**config.mk**
```make
export PLATFORM = sky130hd
export DESIGN_NAME = if_id_queue
export DESIGN_NICKNAME = d
export VERILOG_FILES = /design/src/rtl/if_id_queue.sv
export SDC_FILE = /design/constraint.sdc
export NUM_CORES = 1
export LEC_CHECK = 0
export BUFFER_PORTS_ARGS = -buffer_cell sky130_fd_sc_hd__buf_4
export CAP_MARGIN = 15
export CORE_MARGIN = 2
export CORE_UTILIZATION = 47
export DETAILED_ROUTE_END_ITERATION = 10
export PLACE_DENSITY = 0.71
export RECOVER_POWER = 100
export SYNTH_ARGS = -nofsm -noshare
export SYNTH_HDL_FRONTEND = slang
export SYNTH_SLANG_ARGS = --single-unit
export TNS_END_PERCENT = 100
```
**constraint.sdc**
```tcl
create_clock -name clk -period 2.8 [get_ports clk]
set_input_delay 0.42 -clock clk [delete_from_list [all_inputs] [get_ports clk]]
set_output_delay 0.42 -clock clk [all_outputs]
set_load 0.02 [all_outputs]
```
**src/rtl/if_id_queue.sv**
```systemverilog
// Instruction queue between fetch and decode: circular buffer of {pc, instr}
// pairs with valid/ready on both sides, synchronous reset and flush.
`timescale 1ns/1ps
module if_id_queue #(
    parameter int DEPTH = 4,
    parameter int PTR_W = 2
) (
    input  logic             clk,
    input  logic             rst,
    input  logic             flush,
    input  logic             in_valid,
    input  logic [31:0]      in_pc,
    input  logic [31:0]      in_instr,
    output logic             in_ready,
    output logic             out_valid,
    output logic [31:0]      out_pc,
    output logic [31:0]      out_instr,
    input  logic             out_ready,
    output logic [PTR_W:0]   count
);

    localparam logic [PTR_W:0] FULL_CNT = (PTR_W+1)'(DEPTH);

    logic [31:0]    pc_mem_q    [DEPTH];
    logic [31:0]    instr_mem_q [DEPTH];
    logic [PTR_W-1:0] wr_ptr_q, wr_ptr_d;
    logic [PTR_W-1:0] rd_ptr_q, rd_ptr_d;
    logic [PTR_W:0]   count_q, count_d;
    logic             push, pop;

    // Handshake qualifiers depend on registered count only.
    assign in_ready  = (count_q != FULL_CNT);
    assign out_valid = (count_q != '0);
    assign push      = in_valid && in_ready;
    assign pop       = out_valid && out_ready;
    assign count     = count_q;

    assign out_pc    = out_valid ? pc_mem_q[rd_ptr_q]    : '0;
    assign out_instr = out_valid ? instr_mem_q[rd_ptr_q] : '0;

    always_comb begin
        wr_ptr_d = wr_ptr_q;
        rd_ptr_d = rd_ptr_q;
        count_d  = count_q;
        if (flush) begin
            wr_ptr_d = '0;
            rd_ptr_d = '0;
            count_d  = '0;
        end else begin
            if (push) wr_ptr_d = wr_ptr_q + PTR_W'(1);
            if (pop)  rd_ptr_d = rd_ptr_q + PTR_W'(1);
            case ({push, pop})
                2'b10:   count_d = count_q + (PTR_W+1)'(1);
                2'b01:   count_d = count_q - (PTR_W+1)'(1);
                default: count_d = count_q;
            endcase
        end
    end

    always_ff @(posedge clk) begin
        if (rst) begin
            wr_ptr_q <= '0;
            rd_ptr_q <= '0;
            count_q  <= '0;
        end else begin
            wr_ptr_q <= wr_ptr_d;
            rd_ptr_q <= rd_ptr_d;
            count_q  <= count_d;
        end
    end

    always_ff @(posedge clk) begin
        if (push && !flush && !rst) begin
            pc_mem_q[wr_ptr_q]    <= in_pc;
            instr_mem_q[wr_ptr_q] <= in_instr;
        end
    end

endmodule

```
==> PnR_summary.wiki <==
{| class="wikitable"
! Metric !! Value
|-
| Run status || complete, no violations
|-
| Most frequent cell after synthesis || sky130_fd_sc_hd__edfxtp_1
|-
| Static leakage power || 3.924 nW
|-
| Clk sinks || 265
|-
| Setup slack at placement || 307.6 ps
|-
| Via density per instance || 5.342
|-
| Worst endpoint data arrival time || 2210 ps
|-
| Hold Violations, Final || 0
|-
| Inserted Diodes || 0
|-
| Internal cell power || 0.006438 W
|-
| Netlist area before placement || 10,170 um^2
|-
| Buffers plus inverters on the worst setup path || 2
|-
| Worst min-delay path endpoint || instr_mem_q[3][6]$_DFFE_PP_
|-
| Number of remaining DRC errors || 0
|-
| Clock latency reported for the late side of the worst-skew pair || 530 ps
|-
| Overall fraction of global-route tracks in use || 16.84%
|-
| Final design area excluding fillers || 12,120 um^2
|-
| Cell accounting for the most synthesized area || sky130_fd_sc_hd__edfxtp_1
|-
| Final Non-Filler Cells || 917
|-
| Critical R2R Capture || pc_mem_q[3][20]$_DFFE_PP_
|-
| CTS buffer count || 28
|-
| Initial antenna violation count || 0
|-
| Switching Power || 0.001633 W
|-
| Register bit count reported by yosys || 265
|-
| Total number of yosys warnings || 0
|-
| Synth-to-Final Area Change || 19.09%
|-
| Class of the tightest hold or removal check || in2reg
|-
| Flop pwr share || 54.6%
|-
| Synth Flop Type || sky130_fd_sc_hd__edfxtp_1
|-
| Wire length per cell after detailed routing || 20.52 um
|-
| Total core area || 21,150 um^2
|-
| I/O pin count || 138
|-
| Clock tree from TritonCTS || built
|-
| Top cells by count, synth || sky130_fd_sc_hd__edfxtp_1, sky130_fd_sc_hd__and2_1, sky130_fd_sc_hd__mux4_2, sky130_fd_sc_hd__clkbuf_1, sky130_fd_sc_hd__dfxtp_1
|-
| Die area || 22,840 um^2
|-
| Synth cell types || 27
|-
| Share of the synthesized area in the top cell type || 75.56%
|-
| Highest clock frequency the design can meet || 0.3803 GHz
|-
| Setup violation total in the final timing report || 0
|-
| Post-synthesis sequential area ratio || 77.33%
|-
| Switching power share of the total || 20.24%
|-
| Crit path kind || reg2out
|-
| Number of detailed-route iterations in the first pass || 4
|-
| Fin crit period || 2630 ps
|-
| Crit-path slowest cell || sky130_fd_sc_hd__mux4_2
|-
| Worst Clk Skew || 16.76 ps
|-
| Slowest stage delay, CP || 560 ps
|-
| Number of nets with antenna violations after detailed routing || 0
|-
| Instance count of the mapped netlist || 459
|-
| CP Launch Type || flip-flop
|-
| Startpoint of the worst register-to-register path || count[0]$_SDFFE_PP0P_
|-
| Post-synth EDFFs || 256
|-
| Worst setup slack after layout || 170.4 ps
|-
| Maximum number of pins on one net before global-route repair || 47
|-
| Total number of placement rows || 53
|-
| Count of cells along the worst register-to-register path || 4
|-
| Post-detailed-routing wire length || 18,820 um
|-
| Number of filler instances in the final layout || 1,657
|-
| Number of vias in the routed layout || 4,899
|-
| Mapped Nets || 534
|-
| Number of cells on the critical path || 4
|-
| Number of hold buffers added after cts || 0
|-
| Cell-by-cell listing of the critical path || buf_6, mux4_2, and2_0, buf_4
|-
| RSZ-0062 raised after global routing || no
|-
| Slew of the pin with the lowest slew margin || 1171 ps
|-
| Power per cell area || 666.2 nW/um^2
|-
| Setup crit end kind || output port
|-
| Die Span Y || 151.1 um
|-
| Reg2reg setup slack || 250 ps
|-
| Area taken by multi-input logic gates || 2121 um^2
|-
| Global-route congestion overflow total || 0
|-
| Horizontal extent of the die || 151.1 um
|-
| Final weighted congestion in routability-driven placement || 0.7801
|-
| Buffer cell driving the clock tree root || sky130_fd_sc_hd__clkbuf_16
|-
| Number of levels in the clock H-tree || 1
|-
| Hold depth || 1
|-
| Maximum count of clock buffers along a single path || 3
|-
| Top area cells in the synthesized netlist || sky130_fd_sc_hd__edfxtp_1, sky130_fd_sc_hd__mux4_2, sky130_fd_sc_hd__and2_1
|-
| First-pass GRT wire length || 28,980 um
|-
| Count of pins over their slew limit || 0
|-
| Largest fanout of any net on the critical path || 24
|-
| Number of global-route vias before repair || 5,280
|-
| Mean Syn Cell Area || 22.16 um^2
|-
| Worst hold start || in_instr[6]
|-
| Relative max-transition margin || 21.94%
|-
| Reg area || 7875 um^2
|-
| Placed Cells || 865
|-
| Share of async-settable or async-resettable flops after synthesis || 0%
|-
| Combinational group share of total power || 5.4%
|-
| Number of nets in the final layout || 699
|-
| HPWL Detailed || 11,520 um
|-
| Quantity of I/O buffers inserted on ports || 137
|-
| Max capacitance violation total || 0
|-
| Initial core utilization || 48.09%
|-
| Final setup TNS || 0 ps
|-
| Final core occ || 57.27%
|-
| Top Family by Delay on Critical Path || multiplexers
|-
| Post-CTS clock slew at the launch and capture registers of the worst setup and hold paths || 60 ps
|-
| Maximum ir drop on the vdd rail || 0.0004193 V
|-
| Final worst-path cycle share || 93.92%
|-
| Data required time at the worst endpoint || 2380 ps
|-
| Post-DP Area || 11,640 um^2
|-
| Layout cells sized above 1 || 29.13%
|-
| Initial DRC count || 342
|-
| Clock network power share || 40.0%
|}
## worst reg2reg max path: stages (launching register included)
cell and delay, ps:
sky130_fd_sc_hd__dfxtp_1 460, sky130_fd_sc_hd__or3b_1 210, sky130_fd_sc_hd__and2_4 200, sky130_fd_sc_hd__and3_1 570, sky130_fd_sc_hd__clkbuf_2 720
## timing repair
action | in CTS | in global routing
gates resized for setup | 0 | 1
endpoints found under the setup margin | 0 | 8
setup buffers | 0 | 4
## how the worst max path moves through the flow
stage | end | startpoint
6_report | out_pc[2] | flip-flop
5_1_grt | out_pc[2] | flip-flop
4_1_cts | out_instr[31] | count[1]$_SDFFE_PP0P_
3_5_place_dp | count[2]$_SDFFE_PP0P_ | count[2]$_SDFFE_PP0P_
3_3_place_gp | count[2]$_SDFFE_PP0P_ | count[2]$_SDFFE_PP0P_
2_1_floorplan | count[2]$_SDFFE_PP0P_ | count[2]$_SDFFE_PP0P_
## logic make-up after synthesis
group           after synthesis  share of synthesized area [%]
xor+xnor                      4                         0.3443
mux                          65                          14.27
buf+inv                      30                          1.796
fa+ha+maj                     6                         0.8117
simple gates                 83                          5.018
flops                       265                          77.33
compound gates                6                         0.4304
## area by class of cell
class / count / area share, %
tap: 275 / 2.840
clock buffer: 36 / 6.207
sequential: 265 / 65.00
multi-input combinational: 164 / 17.50
clock inverter: 12 / 0.4131
timing repair buffer: 158 / 7.818
inverter: 7 / 0.2169
## registers in the layout, indices dropped and copies added, names as in the netlist, named ones only
register / count
instr_mem_q: 128
pc_mem_q: 128
count: 3
wr_ptr_q: 2
rd_ptr_q: 2
## power by group through the flow
stage               Sequential (W)  Combinational (W)  Clock, W
CTS                        0.00441           0.000498   0.00331
finish                     0.00440           0.000440   0.00323
detailed placement         0.00449           0.000496         0
floorplan                  0.00449           0.000239         0
global placement           0.00449           0.000482         0
global route               0.00441           0.000481   0.00348
## layer usage
metal | vias up | global-route usage, % | part of all wire, %
met4 | 0 | 4.019 | 1.6
met5 | - | 0 | 0
li1 | 2186 | - | -
met2 | 129 | 28.84 | 50
met3 | 24 | 3.494 | 5.5
met1 | 2560 | 22.42 | 43
## cell usage in the layout (no fill, tap or decap), types with 2 or more instances in the layout
cell,instances
sky130_fd_sc_hd__ha_1,5
sky130_fd_sc_hd__buf_4,70
sky130_fd_sc_hd__clkbuf_2,5
sky130_fd_sc_hd__inv_1,7
sky130_fd_sc_hd__clkinv_2,4
sky130_fd_sc_hd__edfxtp_1,256
sky130_fd_sc_hd__clkbuf_16,29
sky130_fd_sc_hd__clkinv_1,8
sky130_fd_sc_hd__and2_1,13
sky130_fd_sc_hd__buf_6,2
sky130_fd_sc_hd__and2_0,51
sky130_fd_sc_hd__nand2_1,2
sky130_fd_sc_hd__nor2_1,7
sky130_fd_sc_hd__dfxtp_1,7
sky130_fd_sc_hd__xor2_1,4
sky130_fd_sc_hd__and3_1,4
sky130_fd_sc_hd__dfxtp_4,2
sky130_fd_sc_hd__mux4_2,64
sky130_fd_sc_hd__clkbuf_1,82
sky130_fd_sc_hd__a21oi_1,2
sky130_fd_sc_hd__buf_12,4
## per-stage QoR
stage	total power (W)	hold slack (ps)
final	0.008072	155.2
after global routing	0.008371	145.2
after CTS	0.008218	74.41
after detailed placement	0.004987	502.3
after global placement	0.004968	481.6
after floorplan	0.004727	468.8
Note: power is estimated with default switching activity, not from simulation.
